`src/rtl/counter_bank_pkg.sv`:
```
// counter_bank_pkg: shared types and helpers for the counter bank.
// Provides the channel-index width, modulus clamp and packed channel config.
// Optional feature macro: COUNTER_BANK_CASCADE_EN (adds the cascade bit).
package counter_bank_pkg;

    localparam int MAX_WIDTH = 32;

    typedef logic [MAX_WIDTH-1:0] mod_t;

    typedef struct packed {
        mod_t modulus;
        logic oneshot;
`ifdef COUNTER_BANK_CASCADE_EN
        logic cascade;
`endif
    } chan_cfg_t;

    // Width of a channel index; a single channel still needs one bit.
    function automatic int chan_w(input int n);
        return (n <= 1) ? 1 : $clog2(n);
    endfunction

    // A zero modulus has no meaning; treat it as divide-by-one.
    function automatic mod_t clamp_mod(input mod_t m);
        return (m == '0) ? mod_t'(1) : m;
    endfunction

endpackage

```
`src/rtl/counter_bank_if.sv`:
```
// counter_bank_if: valid/ready configuration port of the counter bank.
// Signals: cfg_valid, cfg_ready, cfg_chan, cfg_module, cfg_oneshot
// (+ cfg_cascade when COUNTER_BANK_CASCADE_EN is defined).
// master drives the request, slave (the bank) returns cfg_ready.
interface counter_bank_if #(
    parameter int CHANNELS = 4,
    parameter int WIDTH    = 26
);
    import counter_bank_pkg::*;

    localparam int CW = chan_w(CHANNELS);

    logic             cfg_valid;
    logic             cfg_ready;
    logic [CW-1:0]    cfg_chan;
    logic [WIDTH-1:0] cfg_module;
    logic             cfg_oneshot;
`ifdef COUNTER_BANK_CASCADE_EN
    logic             cfg_cascade;
`endif

    modport master (
        output cfg_valid,
        output cfg_chan,
        output cfg_module,
        output cfg_oneshot,
`ifdef COUNTER_BANK_CASCADE_EN
        output cfg_cascade,
`endif
        input  cfg_ready
    );

    modport slave (
        input  cfg_valid,
        input  cfg_chan,
        input  cfg_module,
        input  cfg_oneshot,
`ifdef COUNTER_BANK_CASCADE_EN
        input  cfg_cascade,
`endif
        output cfg_ready
    );

endinterface

```
`src/rtl/counter_bank_chan.sv`:
```
// counter_chan: one modulo counter channel with modulus register,
// one-shot flag and registered terminal-count pulse.
// Ports: clk, rst (async, active high), load_i + cfg_i (reconfigure),
// enable_i, prev_tc_i (cascade only), tc_o, busy_o, cnt_o.
// Optional feature macro: COUNTER_BANK_CASCADE_EN.
module counter_chan
    import counter_bank_pkg::*;
#(
    parameter int WIDTH          = 26,
`ifdef COUNTER_BANK_CASCADE_EN
    parameter bit FIRST          = 1'b1,
`endif
    parameter int DEFAULT_MODULE = 50000000
) (
    input  logic             clk,
    input  logic             rst,
    input  logic             load_i,
    input  chan_cfg_t        cfg_i,
    input  logic             enable_i,
`ifdef COUNTER_BANK_CASCADE_EN
    input  logic             prev_tc_i,
`endif
    output logic             tc_o,
    output logic             busy_o,
    output logic [WIDTH-1:0] cnt_o
);

    logic [WIDTH-1:0] cnt_q, cnt_d;
    logic [WIDTH-1:0] mod_q, mod_d;
    logic             oneshot_q, oneshot_d;
    logic             done_q, done_d;
    logic             tc_q, tc_d;
    logic             busy_q, busy_d;
    logic             step;

`ifdef COUNTER_BANK_CASCADE_EN
    logic cascade_q, cascade_d;

    // The head of a chain has no upstream tc, so its cascade bit is moot.
    assign step = enable_i & (FIRST | ~cascade_q | prev_tc_i);
`else
    assign step = enable_i;
`endif

    always_comb begin
        cnt_d     = cnt_q;
        mod_d     = mod_q;
        oneshot_d = oneshot_q;
        done_d    = done_q;
        tc_d      = 1'b0;
`ifdef COUNTER_BANK_CASCADE_EN
        cascade_d = cascade_q;
`endif
        // A write outranks a terminal count on the same edge.
        if (load_i) begin
            mod_d     = WIDTH'(clamp_mod(cfg_i.modulus));
            oneshot_d = cfg_i.oneshot;
            cnt_d     = '0;
            done_d    = 1'b0;
`ifdef COUNTER_BANK_CASCADE_EN
            cascade_d = cfg_i.cascade;
`endif
        end else if (step && !done_q) begin
            if (cnt_q == mod_q - WIDTH'(1)) begin
                cnt_d = '0;
                tc_d  = 1'b1;
                if (oneshot_q) begin
                    done_d = 1'b1;
                end
            end else begin
                cnt_d = cnt_q + WIDTH'(1);
            end
        end
        busy_d = ~done_d;
    end

    always_ff @(posedge clk or posedge rst) begin
        if (rst) begin
            cnt_q     <= '0;
            mod_q     <= WIDTH'(DEFAULT_MODULE);
            oneshot_q <= 1'b0;
            done_q    <= 1'b0;
            tc_q      <= 1'b0;
            busy_q    <= 1'b1;
`ifdef COUNTER_BANK_CASCADE_EN
            cascade_q <= 1'b0;
`endif
        end else begin
            cnt_q     <= cnt_d;
            mod_q     <= mod_d;
            oneshot_q <= oneshot_d;
            done_q    <= done_d;
            tc_q      <= tc_d;
            busy_q    <= busy_d;
`ifdef COUNTER_BANK_CASCADE_EN
            cascade_q <= cascade_d;
`endif
        end
    end

    assign tc_o   = tc_q;
    assign busy_o = busy_q;
    assign cnt_o  = cnt_q;

endmodule

```
`src/rtl/counter_bank.sv`:
```
// counter_bank: CHANNELS independent programmable modulo counters with a
// valid/ready configuration port (counter_bank_if.slave).
// Ports: clk, rst (async, active high), cfg, enable, tc, busy, count.
// Optional feature macro: COUNTER_BANK_CASCADE_EN (channel chaining).
module counter_bank
    import counter_bank_pkg::*;
#(
    parameter int CHANNELS       = 4,
    parameter int WIDTH          = 26,
    parameter int DEFAULT_MODULE = 50000000
) (
    input  logic                      clk,
    input  logic                      rst,
    counter_bank_if.slave             cfg,
    input  logic [CHANNELS-1:0]       enable,
    output logic [CHANNELS-1:0]       tc,
    output logic [CHANNELS-1:0]       busy,
    output logic [CHANNELS*WIDTH-1:0] count
);

    localparam int CW = chan_w(CHANNELS);

    logic      ready_q, ready_d;
    logic      accept;
    chan_cfg_t cfg_w;

    // No back-pressure today; ready only waits out reset.
    always_comb ready_d = 1'b1;

    always_ff @(posedge clk or posedge rst) begin
        if (rst) begin
            ready_q <= 1'b0;
        end else begin
            ready_q <= ready_d;
        end
    end

    assign cfg.cfg_ready = ready_q;
    assign accept        = cfg.cfg_valid & ready_q;

    always_comb begin
        cfg_w         = '0;
        cfg_w.modulus = mod_t'(cfg.cfg_module);
        cfg_w.oneshot = cfg.cfg_oneshot;
`ifdef COUNTER_BANK_CASCADE_EN
        cfg_w.cascade = cfg.cfg_cascade;
`endif
    end

    // Out-of-range channel indices match no strobe and are dropped.
    for (genvar i = 0; i < CHANNELS; i++) begin : g_chan
        logic load;

        assign load = accept && (cfg.cfg_chan == CW'(i));

`ifdef COUNTER_BANK_CASCADE_EN
        logic prev_tc;

        if (i == 0) begin : g_head
            assign prev_tc = 1'b0;
        end else begin : g_link
            assign prev_tc = tc[i-1];
        end

        counter_chan #(
            .WIDTH          (WIDTH),
            .FIRST          (i == 0),
            .DEFAULT_MODULE (DEFAULT_MODULE)
        ) u_chan (
            .clk       (clk),
            .rst       (rst),
            .load_i    (load),
            .cfg_i     (cfg_w),
            .enable_i  (enable[i]),
            .prev_tc_i (prev_tc),
            .tc_o      (tc[i]),
            .busy_o    (busy[i]),
            .cnt_o     (count[i*WIDTH +: WIDTH])
        );
`else
        counter_chan #(
            .WIDTH          (WIDTH),
            .DEFAULT_MODULE (DEFAULT_MODULE)
        ) u_chan (
            .clk      (clk),
            .rst      (rst),
            .load_i   (load),
            .cfg_i    (cfg_w),
            .enable_i (enable[i]),
            .tc_o     (tc[i]),
            .busy_o   (busy[i]),
            .cnt_o    (count[i*WIDTH +: WIDTH])
        );
`endif
    end

endmodule

```
`src/flat_wrapper.sv`:
```
// flat-port wrapper written by rule: the top's interface ports become plain ports
module counter_bank_flat import counter_bank_pkg::*;
#(
    parameter int CHANNELS       = 4,
    parameter int WIDTH          = 26,
    parameter int DEFAULT_MODULE = 50000000
)
  (clk, rst, enable, tc, busy, count, cfg_cfg_valid, cfg_cfg_chan, cfg_cfg_module, cfg_cfg_oneshot, cfg_cfg_ready);
  counter_bank_if #(.CHANNELS(CHANNELS), .WIDTH(WIDTH)) cfg_i ();
  input  logic clk;
  input  logic rst;
  input  logic [CHANNELS-1:0] enable;
  output logic [CHANNELS-1:0] tc;
  output logic [CHANNELS-1:0] busy;
  output logic [CHANNELS*WIDTH-1:0] count;
  input wire logic [$bits(cfg_i.cfg_valid)-1:0] cfg_cfg_valid;
  input wire logic [$bits(cfg_i.cfg_chan)-1:0] cfg_cfg_chan;
  input wire logic [$bits(cfg_i.cfg_module)-1:0] cfg_cfg_module;
  input wire logic [$bits(cfg_i.cfg_oneshot)-1:0] cfg_cfg_oneshot;
  output wire logic [$bits(cfg_i.cfg_ready)-1:0] cfg_cfg_ready;
  assign cfg_i.cfg_valid = cfg_cfg_valid;
  assign cfg_i.cfg_chan = cfg_cfg_chan;
  assign cfg_i.cfg_module = cfg_cfg_module;
  assign cfg_i.cfg_oneshot = cfg_cfg_oneshot;
  assign cfg_cfg_ready = cfg_i.cfg_ready;
  counter_bank #(.CHANNELS(CHANNELS), .WIDTH(WIDTH), .DEFAULT_MODULE(DEFAULT_MODULE)) u_core (.clk(clk), .rst(rst), .cfg(cfg_i), .enable(enable), .tc(tc), .busy(busy), .count(count));
endmodule
```
`config.mk`:
```
export PLATFORM = sky130hd
export DESIGN_NAME = counter_bank_flat
export DESIGN_NICKNAME = d
export VERILOG_FILES = /design/src/rtl/counter_bank_pkg.sv /design/src/rtl/counter_bank_if.sv /design/src/rtl/counter_bank_chan.sv /design/src/rtl/counter_bank.sv /design/src/flat_wrapper.sv
export SDC_FILE = /design/constraint.sdc
export NUM_CORES = 1
export LEC_CHECK = 0
export CAP_MARGIN = 20
export CORE_ASPECT_RATIO = 0.8
export CORE_MARGIN = 4
export CORE_UTILIZATION = 55
export DETAILED_ROUTE_END_ITERATION = 8
export DONT_BUFFER_PORTS = 1
export HOLD_SLACK_MARGIN = 0.03
export PLACE_DENSITY = 0.73
export SYNTH_ARGS = -nofsm -noshare
export SYNTH_HDL_FRONTEND = slang
export SYNTH_SLANG_ARGS = --single-unit
export TNS_END_PERCENT = 10
```
`constraint.sdc`:
```
create_clock -name clk -period 6.25 [get_ports clk]
set_input_delay 0.625 -clock clk [delete_from_list [all_inputs] [get_ports clk]]
set_output_delay 0.625 -clock clk [all_outputs]
set_load 0.02 [all_outputs]
```
==> results of run 1 <==
[routing by layer]
metal,share of wire,global-route usage
met5,0.00034,0
met4,0.023,0.06393
met3,0.069,0.04862
met2,0.43,0.3859
met1,0.48,0.3959
[Yosys cell counts (11+ instances only)]
library cell,n
sky130_fd_sc_hd__xnor2_1,86
sky130_fd_sc_hd__a31oi_1,13
sky130_fd_sc_hd__nor2_1,143
sky130_fd_sc_hd__mux2_2,28
sky130_fd_sc_hd__buf_4,13
sky130_fd_sc_hd__dfstp_2,52
sky130_fd_sc_hd__nor2b_1,15
sky130_fd_sc_hd__nand4_1,36
sky130_fd_sc_hd__clkbuf_1,53
sky130_fd_sc_hd__o21ai_0,56
sky130_fd_sc_hd__dfrtp_1,173
sky130_fd_sc_hd__and3_1,28
sky130_fd_sc_hd__nand2b_1,23
sky130_fd_sc_hd__a21oi_1,22
sky130_fd_sc_hd__nand3_1,88
sky130_fd_sc_hd__or4_1,19
sky130_fd_sc_hd__nor3_1,45
sky130_fd_sc_hd__or2_2,11
sky130_fd_sc_hd__nor4_1,28
sky130_fd_sc_hd__nand2_1,351
sky130_fd_sc_hd__xor2_1,91
sky130_fd_sc_hd__or3_1,25
sky130_fd_sc_hd__inv_1,31
[power groups by stage]
stage	combinational, W	sequential (W)	clock (W)
after floorplan	0.000846	0.00195	0
after global placement	0.000938	0.00208	0
after detailed placement	0.000966	0.00209	0
after CTS	0.000973	0.00207	0.00154
after global routing	0.00110	0.00211	0.00161
final	0.000978	0.00208	0.00152
[worst reg2reg max path: stages, from the launching register on]
cell and delay, ns:
sky130_fd_sc_hd__dfrtp_1 0.44, sky130_fd_sc_hd__inv_1 0.09, sky130_fd_sc_hd__ha_1 0.19, sky130_fd_sc_hd__or4b_1 0.59
sky130_fd_sc_hd__or4_4 0.49, sky130_fd_sc_hd__or4_1 0.53, sky130_fd_sc_hd__o41ai_2 0.12, sky130_fd_sc_hd__nand3_4 0.11
sky130_fd_sc_hd__nor4b_4 0.29, sky130_fd_sc_hd__nand4_4 0.35, sky130_fd_sc_hd__nand2_1 0.47, sky130_fd_sc_hd__o22ai_1 0.16
[path summary, 6_finish.rpt]
| check | cells after the start | startpoint | end | slack [ns] |
|---|---|---|---|---|
| max | 11 | u_core.g_chan[3].u_chan.mod_q[0] | u_core.g_chan[3].u_chan.cnt_o[7] | 2.28 |
| min | 2 | rst | u_core.g_chan[1].u_chan.mod_q[6] | 0.09 |
| max reg2reg | 11 | u_core.g_chan[3].u_chan.mod_q[0] | u_core.g_chan[3].u_chan.cnt_o[7] | 2.28 |
| min reg2reg | 2 | u_core.g_chan[1].u_chan.mod_q[25] | u_core.g_chan[1].u_chan.mod_q[25] | 0.47 |
| max in group asynchronous | 3 | rst | u_core.cfg.cfg_ready | 4.83 |
| min in group clk | 2 | cfg_cfg_module[7] | u_core.g_chan[1].u_chan.mod_q[7] | 0.16 |
[kinds of logic (layout without fill, tap and decap cells)]
family | count (synthesis) | count (layout) | synth area share
buffers and inverters | 114 | 89 | 0.03738
DFF | 225 | 225 | 0.4032
adders and majority gates | 8 | 8 | 0.007086
muxes | 37 | 37 | 0.02870
and+or+nand+nor | 884 | 884 | 0.3084
xor gates and xnor gates | 178 | 178 | 0.1113
other | 1 | 1 | 0.0002655
AOI/OAI and AO/OA | 211 | 211 | 0.1036
[per-stage QoR]
step	hold WS, ns	util
2_1_floorplan	0.4266	-
4_1_cts	0.09709	0.5950
3_5_place_dp	0.4572	0.5616
5_1_grt	0.1335	0.5956
6_report	0.08960	0.5956
3_3_place_gp	0.4540	0.5616
[layout by cell type (no fill, tap or decap), drive strengths merged, types with 6 or more instances in the layout]
cell type,netlist,routed
a21oi,23,23
o211ai,9,9
o21ai,60,60
nand4,37,37
nand2,352,352
nand3,89,89
dfstp,52,52
and2,10,10
o22ai,9,9
clkinv,0,6
mux2,28,28
a211oi,8,8
buf,28,12
or4,23,23
and4,9,9
o311ai,10,10
nor2b,15,15
ha,8,8
nand3b,8,8
nor2,144,144
o31ai,7,7
inv,31,31
clkbuf,54,32
nand4b,7,7
xor2,91,91
nor3b,8,8
a22o,6,6
nand2b,23,23
and3,28,28
nor3,45,45
xnor2,86,86
a21o,7,7
dfrtp,173,173
nor4,31,31
or2,11,11
a31oi,13,13
mux2i,9,9
or3,25,25
[final cells by class]
type / count / share of cell area
clock buffers: 32 / 0.04532
multi-input cells: 1319 / 0.5247
inverters: 31 / 0.007968
well taps: 324 / 0.02689
repair buffers: 12 / 0.006474
flip-flops and latches: 225 / 0.3778
clock inverters: 14 / 0.01079
[registers in the layout (all words and copies together) (netlist names)]
signal,count
u_core.g_chan.u_chan.cnt_o,104
u_core.g_chan.u_chan.mod_q,104
u_core.g_chan.u_chan.busy_o,4
u_core.g_chan.u_chan.done_q,4
u_core.g_chan.u_chan.oneshot_q,4
u_core.g_chan.u_chan.tc_o,4
u_core.cfg.cfg_ready,1
==> run summary, run 1 <==
The register share of total power is 0.454. The number of synthesized register bits came out at 225. The net switching power came out at 0.001548 W.

Of the cells placed in the final design, the portion with a size suffix greater than 1 is 0.1029. The floorplan die area is 0.02833 mm². The clock share of power is 0.332. The maximum number of pins on one net before global-route repair is 78.

The max-cap check violation count is 0. The floorplan core area came out at 0.02531 mm². The worst slack at placement is between 2 and 2.5 ns. The clock-pin transition on the worst setup and hold timing paths came out at 0.06 ns. The congestion estimate from routability-driven global placement came to 0.9042. For this design the ratio of total power to cell area is 303.5 mW/mm². The number of pins with negative max-slew slack in the final report came out at 0.

The number of global-route vias before repair is 10.89k. The multi-input combinational cells in the finished layout cover a total of about 0.008 mm². After routing the design area is 0.01507 mm². The starting density of the core came out at 0.5581. The highest clock rate is 252.2 MHz. The layout overhead on the synthesized area is 6.714%. The largest total area in the synthesized netlist belongs to sky130_fd_sc_hd__dfrtp_1. The path category of the worst min-delay check is in -> async. The number of buffers added by the clock tree synthesis step is 25.

The switching part of the total came out at 0.3383. The highest net fanout along the worst path is 22. The post-cts hold buffer count is 0.

The synthesized netlist contains 90 unique library cells. In the final routed layout, each cell accounts on average for about 19 µm. The leftover overflow at the end of global routing came out at 0. The number of resized instances in the post-cts repair step is 0. The minimum period implied by the final worst setup slack came out at 3.966 ns.

The number of DRC violations after detailed-routing iteration 0 is 890. The fraction of synthesized cell area taken by the top area cell type is 0.3065. The critical path's slowest cell is sky130_fd_sc_hd__or4b_1. Fill cells in the final layout number about 2.2k.

The share of total power dissipated in combinational logic is 0.214. The height of the die came out at around 150 µm. The global-route wire length before repair is 60170 µm. The count of nets left with antenna violations once routing finished came out at 0.

The worst setup path is of the reg -> reg kind. The maximum number of buffers from clock root to sink came out at 3. The iteration count of the initial detailed-routing pass came out at 5. The buffers plus inverters on the worst setup path came out at 1.

The number of cells after detailed placement is 1910. The clock tree from TritonCTS is built. The residual DRC count came out at 0. Traced cell by cell, the critical path runs through inv_1, ha_1, or4b_1, or4_4, or4_1, o41ai_2, nand3_4, nor4b_4, nand4_4, nand2_1, o22ai_1. The later pin in the worst-skew pair is clocked with a latency of 0.54 ns. The data arrival time of the worst path is 4.37 ns. After detailed placement, the total cell area comes to 0.01421 mm². The total length of routed wires came out at 37840 µm. The cell internal power dissipation is 0.003028 W.

The number of synthesized flops with an enable pin is 0. A synthesized cell averages 8.520 µm². The overall power is 0.004576 W.

Summed over all cells, the static leakage comes to 6.370 nW. By area the synthesized netlist is led by sky130_fd_sc_hd__dfrtp_1, sky130_fd_sc_hd__dfstp_2, sky130_fd_sc_hd__nand2_1. The row count came out at between 50 and 60. The share of the cycle needed by the critical path after routing is 0.6345. The number of hold violations in the final report is 0. The proportion of synthesized chip area in sequential cells came out at 0.4032. The total number of vias came out at about 12k. The initial antenna violation count came out at 1. Summed over all failing endpoints, the final setup total negative slack is 0 ns. The number of standard cells after synthesis came out at 1658. The run finished with clean final reports. The family with the most delay on the worst path is simple AND/OR/NAND/NOR gates. The storage element area came out at roughly 0.0057 mm².

The maximum VDD drop is 0.2095 mV. The worst setup path is captured at a flip-flop. For this run, the slowest stage of the critical path takes 0.59 ns. Setup repair after global routing left no endpoint under its margin.

The HPWL after detailed placement is 27470 µm. In this run the horizontal extent of the chip is 187.2 µm. The H-tree depth is 1.

The number of diodes is 0. STA classifies the critical path startpoint as a flip-flop. The count of nets after finishing is 1658. The count of boundary I/O pins came out at about 150. Data on the critical path is required at its endpoint by 6.65 ns.

Between clock sinks in the finished design, the worst skew comes to 0.02101 ns. The worst path setup slack after routing came out at about 2.3 ns. The total routing resource utilization after global routing is 0.2608. The worst slew margin relative to its limit is 0.3655. The root cell of the clock tree is sky130_fd_sc_hd__clkbuf_16. For the pin with the worst max-slew slack, the measured transition is 0.9518 ns. The count of final setup violators is 0.

The count of placed standard cells in the final layout, fillers left out came out at 1957. During placement, the flow inserted port buffers numbering 0. The total number of yosys warnings came out at 0. The clock sink count is between 200 and 250. The area of the mapped netlist is 0.01413 mm². The post-CTS repair timing setup buffer count is 0. The fraction of synthesis flops using an asynchronous set or reset pin is 1.000. The most used flip-flop cell after synthesis is sky130_fd_sc_hd__dfrtp_1. In the routed layout, each cell is associated on average with a via count of 6.110.

The total nets after synthesis came out at 1702.
Power figures use the tool's default switching activity.
==> inputs of run 2 (changes only) <==
==> constraint.sdc (replaced) <==
create_clock -name clk -period 3.3 [get_ports clk]
set_input_delay 0.33 -clock clk [delete_from_list [all_inputs] [get_ports clk]]
set_output_delay 0.33 -clock clk [all_outputs]
set_load 0.02 [all_outputs]
==> run summary, run 2 (synthesis gave the netlist of run 1 again) <==
The data arrival time of the worst path came out at 3.72 ns (-0.65 ns). Setup repair after global routing could not meet its margin everywhere. The maximum number of pins on one net before global-route repair came out at 63 (-19%). The HPWL after detailed placement came out at 29050 µm (+5.8%). The clock sink count came to 225 (unchanged). The leftover overflow at the end of global routing came out at 0 (unchanged). The share of layout cells above drive strength 1 is 0.1518 (+0.04890). The worst slack at placement came to -0.01104 ns (-2.345 ns). The net switching power is 0.003062 W (+98%). The maximum VDD drop came to 0.3942 mV (+88%). The commonest non-fill, non-tap cell in the layout is sky130_fd_sc_hd__nand2_1.

The run finished, with violations left. The starting density of the core is 0.5581 (unchanged). The number of buffers added by the clock tree synthesis step came out at 24 (-4.0%). The combined area of the multi-input logic cells came out at 0.008020 mm² (+1.4%). The floorplan die area came out at 0.02833 mm² (unchanged). The wire length per cell after detailed routing came out at 20.27 µm (+4.8%). The cell that appears most often on the critical path is sky130_fd_sc_hd__or4_4. The cell internal power dissipation came out at 0.006009 W (+98%). The floorplan core area was 0.02531 mm² (unchanged). The share of power burned in combinational logic came out at 0.268 (+0.054).

The total routing resource utilization after global routing is 0.2852 (+0.02438). The overall die width came to 187.2 µm (unchanged). The worst setup path is launched from a flip-flop.

The later-pin clock latency in the skew report is 0.53 ns (about the same). The required time reported for the critical path endpoint was 3.70 ns (-2.95 ns). The layout overhead on the synthesized area is 14.85%.

The global-route wire length before repair is 65160 µm (+8.3%). The critical path's slowest cell is sky130_fd_sc_hd__or4_4. The clock share of power came out at 0.316 (-0.016).

The max-cap check violation count was 0 (unchanged). The minimum period implied by the final worst setup slack is 3.319 ns (-0.6464 ns). The via density per instance is 6.169 (+0.96%). The highest clock rate is 301.3 MHz (+19%). The transition at the pin with the smallest max-transition slack came out at 0.8680 ns (-0.08375 ns). The final-layout fill cell count came to 2170 (-2.9%). The row count came out at 52 (unchanged).

The power density relative to cell area came out at 559.1 mW/mm² (+84%). The delay of the slowest cell on the worst path was 0.47 ns (-0.12 ns). The min-delay analysis places its worst path in the category in -> reg.

The H-tree depth is 1 (unchanged). The worst slew margin relative to its limit is 0.4201 (+0.05464). The residual DRC count came out at 0 (unchanged). The count of nets after finishing is 1772 (+6.9%). The total number of vias came to 12.79k (+7.0%). In the layout the commonest cells are sky130_fd_sc_hd__nand2_1, sky130_fd_sc_hd__dfrtp_1, sky130_fd_sc_hd__nor2_1. The iteration count of the initial detailed-routing pass is 5 (unchanged). The final reports fail on negative setup slack. The share of the cycle needed by the critical path after routing came out at 1.006 (+0.3713).

The signal on the critical path passes through inv_1, ha_2, or4b_4, or4_4, or4_4, o41ai_4, nand3_4, nor4b_4, nand4_4, buf_8, a31oi_1, o22ai_1. The family with the most delay on the worst path is simple AND/OR/NAND/NOR gates. The number of global-route vias before repair came out at 11.59k (+6.4%). The highest net fanout along the worst path is 8 (-64%). The register share of total power came out at 0.416 (-0.038). The number of DRC violations after detailed-routing iteration 0 came out at 1095 (+23%).

The core occupancy in the finished layout is 0.6410 (+0.04543). The cell leakage power is 6.991 nW (+9.8%). The number of hold violations in the final report is 0 (unchanged). In this run the clock root is driven by a sky130_fd_sc_hd__clkbuf_16.

The worst path setup slack after routing came out at -0.01928 ns (-2.304 ns). The count of port buffers added during placement is 0 (unchanged). The switching part of the total is 0.3376 (-0.0007460). The clock-pin transition on the worst setup and hold timing paths was 0.06 ns (about the same).

The worst setup path is captured at a flip-flop. The buffers plus inverters on the worst setup path came to 2 (+1). The initial antenna violation count came out at 2 (+1).

The clock tree from TritonCTS is built. The count of boundary I/O pins came to 149 (unchanged). The weighted congestion reported at the end of routability-driven placement is 0.9175 (+1.5%). The height of the die came to 151.3 µm (unchanged).

The number of nets still failing antenna checks after routing came to 0 (unchanged). The maximum number of buffers from clock root to sink is 3 (unchanged). The number of pins with negative max-slew slack in the final report came to 0 (unchanged). The storage element area came out at 0.005695 mm² (unchanged). The total length of routed wires is 42030 µm (+11%).

The count of final setup violators came out at 4 (+4). The kind of critical path is reg -> reg. The setup clock skew after layout is 0.01779 ns (-0.003226 ns).
## run 2: changes by cell type in the layout (fill, tap and decap cells not counted), moves of 4 or more
| cell | previous run | this run |
|---|---|---|
| sky130_fd_sc_hd__diode_2 | 0 | 4 |
| sky130_fd_sc_hd__buf_4 | 11 | 88 |
| sky130_fd_sc_hd__clkbuf_8 | 1 | 6 |
| sky130_fd_sc_hd__dlygate4sd3_1 | 0 | 31 |
| sky130_fd_sc_hd__buf_12 | 0 | 6 |
## run 2: worst reg2reg max path, delay by kind of cell, from the launching register on
| kind | cells | cell delay [ns] |
|---|---|---|
| buf+inv | 2 | 0.28 |
| fa+ha+maj | 1 | 0.17 |
| simple gates | 6 | 2.04 |
| compound gates | 3 | 0.33 |
| flops | 1 | 0.38 |
## run 2: worst paths after layout
path	startpoint	end	slack, ns	cells after the start
worst max register to register	u_core.g_chan[3].u_chan.mod_q[0]	u_core.g_chan[3].u_chan.cnt_o[4]	-0.02	12
min in group asynchronous	rst	u_core.g_chan[1].u_chan.mod_q[2]	0.32	2
worst max-delay path	u_core.g_chan[3].u_chan.mod_q[0]	u_core.g_chan[3].u_chan.cnt_o[4]	-0.02	12
max in group asynchronous	rst	u_core.g_chan[2].u_chan.mod_q[21]	2.21	3
worst min register to register	u_core.g_chan[0].u_chan.mod_q[25]	u_core.g_chan[0].u_chan.mod_q[25]	0.47	2
worst min-delay path	enable[2]	u_core.g_chan[2].u_chan.busy_o	0.05	3
## run 2: what timing repair did
| action | in CTS | in global routing |
|---|---|---|
| resized for setup | 2 | 21 |
| endpoints found under the setup margin | 7 | 78 |
| pin swaps | 0 | 2 |
| setup buffers | 0 | 2 |
| gates cloned | 0 | 1 |
| hold buffers | 31 | 0 |
| hold endpoints to repair | 118 | 0 |
## run 2: layout make-up
class	instances	area share
multi-input combinational	1319	0.4943
inverter	31	0.007403
clock buffer	38	0.04658
antenna	4	0.0006170
clock inverter	6	0.005321
tap	324	0.02499
timing repair buffer	127	0.06972
sequential	225	0.3510
## run 2: per-stage QoR
step | instance area, µm² | std cells | hold WS, ns | TNS, ns | total power, W
CTS | 16060 | 2067 | 0.03016 | 0 | 0.009011
detailed placement | 14900 | 1992 | 0.2610 | -0.01137 | 0.006065
floorplan | 14130 | 1658 | 0.4130 | -0.02505 | 0.005298
global route | 16220 | 2074 | 0.06563 | -2.726 | 0.009526
global placement | 14900 | 1992 | 0.2626 | 0 | 0.005987
finish | 16220 | 2074 | 0.04559 | -0.05357 | 0.009071
## run 2: power groups by stage
stage / sequential, W / combinational (W) / clock [W]
final: 0.00377 / 0.00243 / 0.00287
after global routing: 0.00382 / 0.00267 / 0.00303
after CTS: 0.00374 / 0.00237 / 0.00290
after detailed placement: 0.00378 / 0.00228 / 0
after global placement: 0.00377 / 0.00222 / 0
after floorplan: 0.00370 / 0.00160 / 0
## run 2: metal layers
metal | vias up | share of wire | global-route usage | wire length, µm
met4 | 0 | 0.043 | 0.1109 | 1799
met5 | - | 0 | 0 | 0
met3 | 97 | 0.078 | 0.05000 | 3291
met1 | 6169 | 0.45 | 0.4184 | 18880
li1 | 5951 | - | - | -
met2 | 577 | 0.43 | 0.4221 | 18060
